File: config.mk
export PLATFORM = sky130hd
export DESIGN_NAME = fir_output_requantizer
export DESIGN_NICKNAME = d
export VERILOG_FILES = /design/src/rtl/fir_output_requantizer.sv
export SDC_FILE = /design/constraint.sdc
export NUM_CORES = 1
export LEC_CHECK = 0
export CAP_MARGIN = 20
export CORE_ASPECT_RATIO = 1.4
export CORE_MARGIN = 2
export CORE_UTILIZATION = 42
export CTS_CLUSTER_SIZE = 16
export DETAILED_ROUTE_END_ITERATION = 10
export HOLD_SLACK_MARGIN = 0.1
export PLACE_DENSITY = 0.75
export SYNTH_ARGS = -nofsm -noshare
export SYNTH_HDL_FRONTEND = slang
export SYNTH_SLANG_ARGS = --single-unit
File: constraint.sdc
create_clock -name clk -period 1.8 [get_ports clk]
set_input_delay 0.18 -clock clk [delete_from_list [all_inputs] [get_ports clk]]
set_output_delay 0.18 -clock clk [all_outputs]
set_load 0.02 [all_outputs]
File: src/rtl/fir_output_requantizer.sv
// Requantizes a wide signed FIR accumulator to the narrow output sample width.
// It rounds half-up, shifts arithmetically, saturates, and counts clipped samples delivered.
module fir_output_requantizer #(
    parameter int WIDTH_OF_INPUT_DATA  = 20,
    parameter int WIDTH_OF_OUTPUT_DATA = 8,
    parameter int SHIFT                = 10,
    parameter int COUNT_WIDTH          = 16
) (
    input  logic                            clk,
    input  logic                            rst,
    input  logic                            input_valid,
    output logic                            input_ready,
    input  logic [WIDTH_OF_INPUT_DATA-1:0]  input_data,
    output logic                            output_valid,
    input  logic                            output_ready,
    output logic [WIDTH_OF_OUTPUT_DATA-1:0] output_data,
    output logic                            saturation_flag,
    input  logic                            clear_count,
    output logic [COUNT_WIDTH-1:0]          saturation_count
);

    localparam int WI = WIDTH_OF_INPUT_DATA;
    localparam int WO = WIDTH_OF_OUTPUT_DATA;

    localparam logic        [WI:0] HALF  = (WI+1)'(1) << (SHIFT - 1);
    localparam logic signed [WI:0] MAX_S = {{(WI-WO+2){1'b0}}, {(WO-1){1'b1}}};
    localparam logic signed [WI:0] MIN_S = {{(WI-WO+2){1'b1}}, {(WO-1){1'b0}}};

    logic signed [WI:0]      r1_q, r1_d;
    logic                    v1_q, v1_d;
    logic [WO-1:0]           out_q, out_d;
    logic                    flag_q, flag_d;
    logic                    v2_q, v2_d;
    logic [COUNT_WIDTH-1:0]  cnt_q, cnt_d;

    logic                    adv;
    logic                    in_xfer;
    logic                    out_xfer;
    logic signed [WI:0]      s;

    always_comb begin
        adv         = !v2_q || output_ready;
        input_ready = !rst && (!v1_q || adv);
        in_xfer     = input_valid && input_ready;
        out_xfer    = v2_q && output_ready;
        s           = r1_q >>> SHIFT;

        r1_d   = r1_q;
        v1_d   = v1_q;
        out_d  = out_q;
        flag_d = flag_q;
        v2_d   = v2_q;
        cnt_d  = cnt_q;

        // Stage 1 is free whenever it is empty or hands its sample to stage 2.
        if (!v1_q || adv) begin
            v1_d = in_xfer;
            if (in_xfer) begin
                r1_d = {input_data[WI-1], input_data} + HALF;
            end
        end

        if (adv) begin
            v2_d = v1_q;
            if (v1_q) begin
                if (s > MAX_S) begin
                    out_d  = {1'b0, {(WO-1){1'b1}}};
                    flag_d = 1'b1;
                end else if (s < MIN_S) begin
                    out_d  = {1'b1, {(WO-1){1'b0}}};
                    flag_d = 1'b1;
                end else begin
                    out_d  = s[WO-1:0];
                    flag_d = 1'b0;
                end
            end
        end

        if (clear_count) begin
            cnt_d = '0;
        end else if (out_xfer && flag_q && (cnt_q != '1)) begin
            cnt_d = cnt_q + COUNT_WIDTH'(1);
        end
    end

    always_ff @(posedge clk) begin
        if (rst) begin
            r1_q   <= '0;
            v1_q   <= 1'b0;
            out_q  <= '0;
            flag_q <= 1'b0;
            v2_q   <= 1'b0;
            cnt_q  <= '0;
        end else begin
            r1_q   <= r1_d;
            v1_q   <= v1_d;
            out_q  <= out_d;
            flag_q <= flag_d;
            v2_q   <= v2_d;
            cnt_q  <= cnt_d;
        end
    end

    assign output_valid     = v2_q;
    assign output_data      = out_q;
    assign saturation_flag  = flag_q;
    assign saturation_count = cnt_q;

endmodule

==> reports/metrics.cfg <==
[synth]
ys_types=34
synth_top_area_share_pct=42.6
synth_area_leader_cell=dfxtp_1
syn_inst=211
ys_top_cells_by_area=dfxtp_1 43%, a21oi_1 6.5%, o21ai_0 5.3%, nand3b_1 4.2%, nand2_1 3.6%
syn_area_um2=1780
ys_seq_area_share_pct=42.6
synth_warnings=0
syn_nets=238
postSynthAreaPerCell_um2=8.46
ys_seq_elements=38

[power_and_ir_drop]
cellPowerDensity_nw_per_um2=715
total_power_mw=1.84
leakagePower_nw=0.916
peakVddDrop_mv=0.478

[critical_path]
r2r-start=saturation_count[3]$_SDFFE_PP0P_
reg2reg_depth=5
r2r_slack_ns=0.1
worstPathMaxFanout=6
cp-end-kind=register
crit_required_ns=2.04
cp.arrival_ns=1.94
r2r-end=saturation_count[9]$_SDFFE_PP0P_
critPathLaunchType=register
worstSetupPathType=register to register
startpoint=saturation_count[3]$_SDFFE_PP0P_

[hold_path]
hold_class=register to register
worstHoldStart=output_data[5]$_SDFFE_PP0P_
worstHoldEndpoint=output_data[5]$_SDFFE_PP0P_
worstHoldPathCells=2

[clock_network]
h-tree-depth=2
cts.sinks=38
clk_latency_ns=0.30
ctsHoldBuffers=0
clockBufferDepth=2
cts.clk_slew.worst_paths_ns=0.08
cts_tree=yes
cts_buffers=5
ctsRootBufferMaster=clkbuf_8

[final_layout]
drive_above_1_share_pct=17.0
design_area_um2=2580
diodes=0
synthToLayoutAreaGrowth_pct=44.5
fin_util_pct=61.8
regArea_um2=764
nFillCells=378
multiInputGateArea_um2=980
fin_nets=308

[sta]
fin_setup_tns_ns=0
tightest_slew_ns=0.536
rsz0062_at_grt=no
finalSetupViolCount=0
hold_viol_final=0
timing.final.crit_period_ns=1.70
relSlewSlack_pct=64.3
drv_slew=0
fin_skew_ns=0.00561
period_share_pct=94.5
max_freq_mhz=588
worst_slack_ns=0.0989

[floorplan]
io_pins=52
die_area_um2=4790
start_util_pct=42.8
design.core.area_um2=4170
die-height_um=81.1
row_count=28
die_x_um=59.1

[detailed_routing]
drt-wirelength-per-cell_um=13.3
dr.pass1.iters=4
final_antenna_net_count=0
viasPerCell=5.49
drc=0
num_vias=1796
drt_wl_total_um=4340
drt-initial-drc-count=81

[place]
dp_slack_ns=-0.108
gp_congestion=0.802
place_hpwl_um=3050
port_buffers=42
postPlaceCellArea_um2=2410

[grt]
grtUsageTotal_pct=19.2
grt_pass1_wl_um=7030
antenna_found_initial=0
grt_pass1_vias=1612
grt_start_max_net_pins=22
grt_overflow=0

[job]
drv_cap=0

[status]
status=finished clean

## metal layers
layer  GRT usage (%)  share of wire, %  routed length [um]
met1            20.2                38                1650
met2            35.3                55                2390
met3            5.10               5.0                 217
met4            7.73               1.8                  77
met5               0                 0                   0
## cells in the mapped netlist, drive strengths merged
cell type,number
a211o,1
a211oi,1
a21oi,23
a221oi,1
and2,1
and3,4
and4,1
buf,2
clkbuf,7
dfxtp,38
ha,2
inv,7
mux2i,2
nand2,17
nand2b,1
nand3,9
nand3b,10
nand4,9
nor2,12
nor2b,1
nor3,4
o21ai,26
o311ai,1
o31ai,4
o41ai,2
or2,1
or3,10
or4,4
xnor2,7
xor2,3
## critical path, stage by stage, from the launching register on
cell and delay [ns]:
dfxtp_1 0.36, buf_4 0.14, and3_2 0.24, nand4_1 0.23, or4_1 0.53, a21oi_1 0.14
## flip-flops by register name, summed over array words and instances, names as in the netlist
name	cells
saturation_count	16
r1_q	11
output_data	8
output_valid	1
saturation_flag	1
v1_q	1
## layout by cell type, fill, tap and decap left out, types with 9 or more instances in the layout
cell type,netlist,routed
a21oi_1,23,23
buf_4,0,29
clkdlybuf4s50_1,0,41
dfxtp_1,38,35
nand2_1,17,17
nand3_1,9,9
nand3b_1,10,10
nor2_1,12,12
o21ai_0,19,19
or3_1,10,10
## power by group
| part | internal [mW] | leakage [nW] | total (mW) | switching, mW |
|---|---|---|---|---|
| Clock | 0.412 | 0.0504 | 0.745 | 0.333 |
| Sequential | 0.874 | 0.311 | 0.895 | 0.0203 |
| Combinational | 0.103 | 0.554 | 0.202 | 0.0995 |
## kinds of logic (layout without fill, tap and decap cells)
| kind of cell | count (synthesis) | after routing | synth area share, % |
|---|---|---|---|
| flops | 38 | 38 | 42.6 |
| buf+inv | 16 | 86 | 4.21 |
| compound gates | 59 | 60 | 19.4 |
| mux | 2 | 2 | 1.12 |
| simple gates | 84 | 84 | 26.4 |
| fa+ha+maj | 2 | 2 | 1.40 |
| xor+xnor | 10 | 10 | 4.91 |
## timing repair
| item | CTS | global route |
|---|---|---|
| resized for setup | 2 | 1 |
| setup buffers | 2 | 1 |
| pin swaps | 1 | 2 |
| setup endpoints to repair | 13 | 10 |
| gates cloned | 1 | 0 |
## stage by stage
stage	instances	hold WS, ns
2_1_floorplan	211	0.297
3_3_place_gp	315	0.439
3_5_place_dp	315	0.443
4_1_cts	326	0.454
5_1_grt	327	0.472
6_report	327	0.452
## area by class of cell
class                   count  share of cell area (%)
clock buffers               5                    2.67
clock inverters             3                    1.75
multi-input cells         158                    38.0
inverters                   7                    1.02
flip-flops and latches     38                    29.7
repair buffers             71                    24.7
well taps                  45                    2.18
## worst max path at each step
| stage | endpoint | slack (ns) | depth (start not counted) |
|---|---|---|---|
| after floorplan | saturation_count[1]$_SDFFE_PP0P_ | 0.006 | 6 |
| after global placement | saturation_count[15]$_SDFFE_PP0P_ | -0.09 | 5 |
| after detailed placement | saturation_count[15]$_SDFFE_PP0P_ | -0.11 | 5 |
| after CTS | saturation_count[6]$_SDFFE_PP0P_ | 0.04 | 5 |
| after global routing | saturation_count[9]$_SDFFE_PP0P_ | 0.01 | 5 |
| final | saturation_count[9]$_SDFFE_PP0P_ | 0.1 | 5 |
No activity file was read; power rests on OpenSTA's default activity.
